<file path="src/rtl/usb_clk_pkg.sv">
// Shared types and default timing constants for the USB PLL reset sequencer.
package usb_clk_pkg;

   // Sequencer states, in the order a clean start walks through them
   typedef enum logic [2:0] {
      RESET_PLL,
      WAIT_LOCK,
      STABLE,
      RUN,
      FAIL
   } pll_seq_state_t;

   // Defaults for a 27 MHz reference clock
   localparam int DEF_PULSE_CYC   = 32;       // PLL reset pulse width
   localparam int DEF_STABLE_CYC  = 1024;     // lock qualification time
   localparam int DEF_TIMEOUT_CYC = 270000;   // 10 ms lock wait
   localparam int DEF_RETRY_MAX   = 7;        // timeouts before giving up

   // Largest of three cycle counts; sizes the shared state counter
   function automatic int max3(input int a, input int b, input int c);
      int m;
      m = (a > b) ? a : b;
      return (m > c) ? m : c;
   endfunction

endpackage

</file>
<file path="src/rtl/usb_sync2.sv">
// Two-flop synchroniser for a single asynchronous level input.
module usb_sync2 (
   input  logic clk,
   input  logic rst_n,
   input  logic d_i,
   output logic q_o
);

   logic meta_q;
   logic sync_q;

   // Capture the asynchronous level, then give it a cycle to settle
   always_ff @(posedge clk or negedge rst_n) begin
      if (!rst_n) begin
         meta_q <= 1'b0;
         sync_q <= 1'b0;
      end else begin
         meta_q <= d_i;
         sync_q <= meta_q;
      end
   end

   assign q_o = sync_q;

endmodule

</file>
<file path="src/rtl/usb_pll_rst_seq.sv">
// Reset sequencer for the 12 MHz USB PLL: pulses the PLL reset, qualifies the
// synchronised lock and releases the USB-domain reset once lock has held.
// Optional feature macro: USB_PLL_LOCK_TIMEOUT_EN enables the lock-wait
// timeout, bounded retries and the FAIL state.
module usb_pll_rst_seq
   import usb_clk_pkg::*;
#(
   parameter int PULSE_CYC   = DEF_PULSE_CYC,
   parameter int STABLE_CYC  = DEF_STABLE_CYC,
   parameter int TIMEOUT_CYC = DEF_TIMEOUT_CYC,
   parameter int RETRY_MAX   = DEF_RETRY_MAX
) (
   input  logic                           clk,
   input  logic                           resetn,
   input  logic                           pll_lock,
   input  logic                           force_relock,
   output logic                           pll_reset,
   output logic                           usb_rst_n,
   output logic                           ready,
   output logic                           fail,
   output logic [$clog2(RETRY_MAX+1)-1:0] retries
);

   localparam int CNT_MAX = max3(PULSE_CYC, STABLE_CYC, TIMEOUT_CYC);
   localparam int CNT_W   = (CNT_MAX > 1) ? $clog2(CNT_MAX) : 1;
   localparam int RET_W   = $clog2(RETRY_MAX+1);

   localparam logic [CNT_W-1:0] CNT_ONE     = CNT_W'(1);
   localparam logic [CNT_W-1:0] PULSE_TERM  = CNT_W'(PULSE_CYC - 1);
   localparam logic [CNT_W-1:0] STABLE_TERM = CNT_W'(STABLE_CYC - 1);
`ifdef USB_PLL_LOCK_TIMEOUT_EN
   localparam logic [CNT_W-1:0] TIMEOUT_TERM = CNT_W'(TIMEOUT_CYC - 1);
   localparam logic [RET_W-1:0] RET_ONE      = RET_W'(1);
   localparam logic [RET_W-1:0] RETRY_LIM    = RET_W'(RETRY_MAX);
`else
   localparam logic [CNT_W-1:0] CNT_SAT      = '1;
`endif

   logic           lock_s;
   pll_seq_state_t state_q, state_d;
   logic [CNT_W-1:0] cnt_q, cnt_d;
   logic           pll_reset_q;
   logic           usb_rst_n_q;
   logic           ready_q;
`ifdef USB_PLL_LOCK_TIMEOUT_EN
   logic             fail_q;
   logic [RET_W-1:0] retries_q, retries_d;
`endif

   usb_sync2 u_lock_sync (
      .clk   (clk),
      .rst_n (resetn),
      .d_i   (pll_lock),
      .q_o   (lock_s)
   );

   // Next state, shared counter and retry count; force_relock overrides all
   always_comb begin
      state_d = state_q;
      cnt_d   = cnt_q;
`ifdef USB_PLL_LOCK_TIMEOUT_EN
      retries_d = retries_q;
`endif
      if (force_relock) begin
         // Also restarts the pulse when already in RESET_PLL
         state_d = RESET_PLL;
         cnt_d   = '0;
`ifdef USB_PLL_LOCK_TIMEOUT_EN
         if (state_q == FAIL) retries_d = '0;
`endif
      end else begin
         case (state_q)
            RESET_PLL: begin
               if (cnt_q == PULSE_TERM) state_d = WAIT_LOCK;
               else                     cnt_d   = cnt_q + CNT_ONE;
            end
            WAIT_LOCK: begin
               // Lock is checked first so it wins a tie with the timeout
               if (lock_s) state_d = STABLE;
`ifdef USB_PLL_LOCK_TIMEOUT_EN
               else if (cnt_q == TIMEOUT_TERM) begin
                  retries_d = retries_q + RET_ONE;
                  state_d   = (retries_d == RETRY_LIM) ? FAIL : RESET_PLL;
               end
               else cnt_d = cnt_q + CNT_ONE;
`else
               else if (cnt_q != CNT_SAT) cnt_d = cnt_q + CNT_ONE;
`endif
            end
            STABLE: begin
               if (!lock_s) state_d = WAIT_LOCK;
               else if (cnt_q == STABLE_TERM) begin
                  state_d = RUN;
`ifdef USB_PLL_LOCK_TIMEOUT_EN
                  retries_d = '0;
`endif
               end
               else cnt_d = cnt_q + CNT_ONE;
            end
            RUN: begin
               if (!lock_s) state_d = RESET_PLL;
            end
            FAIL: begin
               state_d = FAIL;
            end
            default: state_d = RESET_PLL;
         endcase
         if (state_d != state_q) cnt_d = '0;
      end
   end

   // State registers, with outputs decoded from the next state
   always_ff @(posedge clk or negedge resetn) begin
      if (!resetn) begin
         state_q     <= RESET_PLL;
         cnt_q       <= '0;
         pll_reset_q <= 1'b1;
         usb_rst_n_q <= 1'b0;
         ready_q     <= 1'b0;
`ifdef USB_PLL_LOCK_TIMEOUT_EN
         fail_q      <= 1'b0;
         retries_q   <= '0;
`endif
      end else begin
         state_q     <= state_d;
         cnt_q       <= cnt_d;
         pll_reset_q <= (state_d == RESET_PLL) || (state_d == FAIL);
         usb_rst_n_q <= (state_d == RUN);
         ready_q     <= (state_d == RUN);
`ifdef USB_PLL_LOCK_TIMEOUT_EN
         fail_q      <= (state_d == FAIL);
         retries_q   <= retries_d;
`endif
      end
   end

   assign pll_reset = pll_reset_q;
   assign usb_rst_n = usb_rst_n_q;
   assign ready     = ready_q;
`ifdef USB_PLL_LOCK_TIMEOUT_EN
   assign fail      = fail_q;
   assign retries   = retries_q;
`else
   assign fail      = 1'b0;
   assign retries   = '0;
`endif

endmodule

</file>
<file path="config.mk">
export PLATFORM = sky130hd
export DESIGN_NAME = usb_pll_rst_seq
export DESIGN_NICKNAME = d
export VERILOG_FILES = /design/src/rtl/usb_clk_pkg.sv /design/src/rtl/usb_sync2.sv /design/src/rtl/usb_pll_rst_seq.sv
export SDC_FILE = /design/constraint.sdc
export NUM_CORES = 1
export LEC_CHECK = 0
export BUFFER_PORTS_ARGS = -buffer_cell sky130_fd_sc_hd__buf_2
export CAP_MARGIN = 20
export CORE_ASPECT_RATIO = 1.25
export CORE_MARGIN = 8
export CORE_UTILIZATION = 43
export DETAILED_ROUTE_END_ITERATION = 8
export SLEW_MARGIN = 25
export SYNTH_ARGS = -nofsm -noshare
export SYNTH_HDL_FRONTEND = slang
export SYNTH_SLANG_ARGS = --single-unit
</file>
<file path="constraint.sdc">
create_clock -name clk -period 2.05 [get_ports clk]
set_input_delay 0.41 -clock clk [delete_from_list [all_inputs] [get_ports clk]]
set_output_delay 0.41 -clock clk [all_outputs]
set_load 0.02 [all_outputs]
</file>
==> flow_summary_export.csv <==
group,metric,value,unit
synthesis,netlist_area,0.00148,mm2
layout,fin_area,0.00178,mm2
drt,first_pass_iters,4,
placed_design,port_buffers,6,
critical_path,critPathSlowestCell,"or4_4",
timing,tightest_slew,0.573,ns
clock_tree,cts_tree,"yes",
clock_tree,cts-root-to-sink-buffers,2,
timing,fin_crit,2.06,ns
pwr,switchingPower,0.231,mW
timing,setup_tns,-0.00848,ns
timing,setup_viol,1,
critical_path,r2r_cells,7,
synthesis,ys_ff_latch,26,
drt,drc,0,
synthesis,synth_seq_area_share,0.440,
clock_tree,clkSinkCount,26,
outcome,violations,"setup timing",
pwr,p_total,0.974,mW
grt,grt_max_degree,27,
layout,multi_input_area,798,um2
pwr,vdd_drop_max,0.000498,V
grt,grt_pass1_wl,5490,um
drt,routed_wl,3240,um
synthesis,ys_types,43,
floorplanning,placementRows,24,
synthesis,synth_cells,156,
grt,grt_usage,0.127,
drt,top_layer,"met4",
outcome,outcome,"finished with violations",
critical_path,cp.required,2.26,ns
timing,fin_ws,-0.00848,ns
critical_path,r2r_setup_slack,-0.008,ns
pwr,switching_share,0.237,
critical_path,crit_chain,"or4_4, or3_4, o21ai_4, buf_12, nor2_4, a211o_1, nand2_1",
critical_path,crit_start,"cnt_q[5]",
drt,drt-wirelength-per-cell,15.0,um
synthesis,yosys_warnings,0,
drt,ant_nets,0,
floorplanning,die_w,68.5,um
placed_design,placedCellCount,212,
drt,met3RoutedLength,150,um
layout,final_core_util,0.524,
placed_design,gp_congestion,0.808,
drt,via_per_inst,5.45,
job,maxCapViolations,0,
pwr,intPower,0.743,mW
timing,whs,0.122,ns
critical_path,start_kind,"flop",
layout,diodes,0,
drt,wl_met2,1660,um
pwr,p_leak,0.742,nW
grt,grt.overflow.total,0,
timing,drv_slew,0,
timing,fmax,0.486,GHz
timing,rsz0062_at_grt,"true",
critical_path,path_max_fanout,18,
hold_path,hold_class,"in2async",
pwr,p_clk_frac,0.340,
layout,regArea,652,um2
clock_tree,postCtsSetupBuffers,0,
critical_path,crit_path_end_kind,"flop",
grt,antenna_found_initial,0,
floorplanning,coreArea,0.00339,mm2
timing,hold_viol,0,
layout,area_growth,20.1,%
critical_path,path_class,"reg2reg",
floorplanning,ioPinCount,11,
layout,drive_gt1_frac,0.254,
pwr,comb_power_share,0.113,
critical_path,r2r_end,"cnt_q[15]",
pwr,p_per_area,547,mW/mm2
clock_tree,clock_latency,0.27,ns
grt,grt_pass1_vias,1234,
placed_design,placed_area,0.00170,mm2
timing,fin_skew,0.00676,ns
clock_tree,cts_buffers,3,
clock_tree,ctsHtreeMaxLevel,1,
critical_path,r2r_start,"cnt_q[5]",
critical_path,critPathArrivalTime,2.27,ns
drt,wl_met1,1360,um
synthesis,avgSynthCellArea,9.50,um2
floorplanning,initial_core_util,0.437,
critical_path,slowest_delay,0.53,ns
timing,period_share,1.00,
placed_design,dp_hpwl,2410,um
layout,final_nets,183,
pwr,p_seq_frac,0.547,
placed_design,pre_cts_ws,-0.00109,ns
drt,vias,1177,
floorplanning,dieArea,0.00559,mm2
floorplanning,die_y,81.6,um
drt,drt-initial-drc-count,80,
layout,fill_cells,306,
clock_tree,clk_pin_slew,0.09,ns
layout,fin_cells,216,
clock_tree,clockRootBuffer,"clkbuf_8",
timing,relSlewSlack,0.618,
timing repair:
| item | 4_1_cts | 5_1_grt |
|---|---|---|
| hold buffers | 0 | 0 |
| setup endpoints to repair | 2 | 17 |
| resized for setup | 4 | 2 |
| pin swaps | 1 | 0 |
flip-flops by register name, indices dropped and copies added, names as in the netlist:
register,flops
cnt_q,19
state_q,3
pll_reset,1
ready,1
u_lock_sync.meta_q,1
u_lock_sync.q_o,1
power by group through the flow:
stage	sequential (mW)	combinational (mW)	clock (mW)
after detailed placement	0.543	0.108	0
after global placement	0.543	0.107	0
final	0.533	0.110	0.331
after floorplan	0.545	0.0654	0
after CTS	0.533	0.109	0.348
after global routing	0.535	0.123	0.364
critical path, delay by kind of cell, from the launching register on:
family | cells | cell delay [ns]
AND/OR/NAND/NOR | 4 | 1.01
AO/OA/AOI/OAI | 2 | 0.41
flip-flops | 1 | 0.40
buffers and inverters | 1 | 0.17
per-layer routing:
layer  vias up  GRT usage
met1       573      0.148
met3         6     0.0246
li1        575          -
met4         0     0.0801
met2        23      0.208
met5         -          0
area by class of cell:
cell class	count	share of cell area
clock buffer	4	0.0309
inverter	2	0.00422
multi-input combinational	119	0.449
sequential	26	0.366
tap	39	0.0274
timing repair buffer	26	0.122
cells by family after synthesis:
kind of cell    after synthesis  share of synthesized area
other cells                   1                    0.00253
flops                        26                      0.440
buf+inv                      14                     0.0625
fa+ha+maj                     1                    0.00844
xor+xnor                     19                      0.112
simple gates                 83                      0.314
compound gates               12                     0.0600
Yosys cell counts:
| cell | instances | area [um2] |
|---|---|---|
| o21a_1 | 1 | 7.51 |
| nand2_1 | 10 | 37.5 |
| or3_1 | 1 | 6.26 |
| or2_1 | 1 | 6.26 |
| or4_1 | 1 | 7.51 |
| a211o_1 | 1 | 8.76 |
| nand4_2 | 1 | 12.5 |
| xnor2_1 | 17 | 149 |
| nor4_2 | 1 | 12.5 |
| o21ai_1 | 1 | 5.00 |
| o21ai_0 | 2 | 10.0 |
| inv_1 | 2 | 7.51 |
| or3_4 | 1 | 11.3 |
| nor4b_1 | 2 | 17.5 |
| and2_1 | 1 | 6.26 |
| nand3_1 | 7 | 35.0 |
| nand2b_1 | 1 | 6.26 |
| nor2_1 | 22 | 82.6 |
| or2_2 | 1 | 6.26 |
| nor3b_1 | 1 | 7.51 |
| nor2_2 | 1 | 6.26 |
| xor2_1 | 2 | 17.5 |
| ha_1 | 1 | 12.5 |
| buf_6 | 2 | 22.5 |
| and4_1 | 5 | 43.8 |
| dfrtp_1 | 25 | 626 |
| o21ai_4 | 1 | 16.3 |
| nor2b_1 | 2 | 12.5 |
| and3_1 | 2 | 12.5 |
| conb_1 | 1 | 3.75 |
| buf_2 | 2 | 10.0 |
| nor4bb_1 | 2 | 20.0 |
| a211oi_1 | 1 | 7.51 |
| clkbuf_1 | 2 | 7.51 |
| a21oi_2 | 1 | 8.76 |
| a2bb2o_1 | 1 | 10.0 |
| buf_4 | 6 | 45.0 |
| nand4b_1 | 1 | 8.76 |
| dfstp_2 | 1 | 26.3 |
| nor3_1 | 10 | 50.1 |
| a21oi_1 | 3 | 15.0 |
| nand4_1 | 3 | 18.8 |
| nor4_1 | 6 | 37.5 |
placed cells by master (no fill, tap or decap), types with 2 or more instances in the layout:
master | synthesis | final
nor4_1 | 6 | 4
nand2_1 | 10 | 10
nor2b_1 | 2 | 2
conb_1 | 1 | 4
nand3_1 | 7 | 7
nor3_1 | 10 | 9
xor2_1 | 2 | 2
clkbuf_8 | 0 | 4
buf_12 | 0 | 3
a21oi_1 | 3 | 3
nand4_1 | 3 | 3
buf_4 | 6 | 17
buf_2 | 2 | 6
and3_1 | 2 | 2
and4_1 | 5 | 5
o21ai_0 | 2 | 2
nor4bb_1 | 2 | 2
nor4b_1 | 2 | 2
xnor2_1 | 17 | 17
inv_1 | 2 | 2
nor2_1 | 22 | 22
dfrtp_1 | 25 | 25
nor4_2 | 1 | 2
worst max-delay path by stage:
| stage | endpoint | depth (start not counted) |
|---|---|---|
| 2_1_floorplan | cnt_q[7] | 9 |
| 3_3_place_gp | cnt_q[15] | 7 |
| 3_5_place_dp | cnt_q[15] | 7 |
| 4_1_cts | cnt_q[15] | 7 |
| 5_1_grt | cnt_q[12] | 7 |
| 6_report | cnt_q[15] | 7 |
Power figures use the tool's default switching activity.
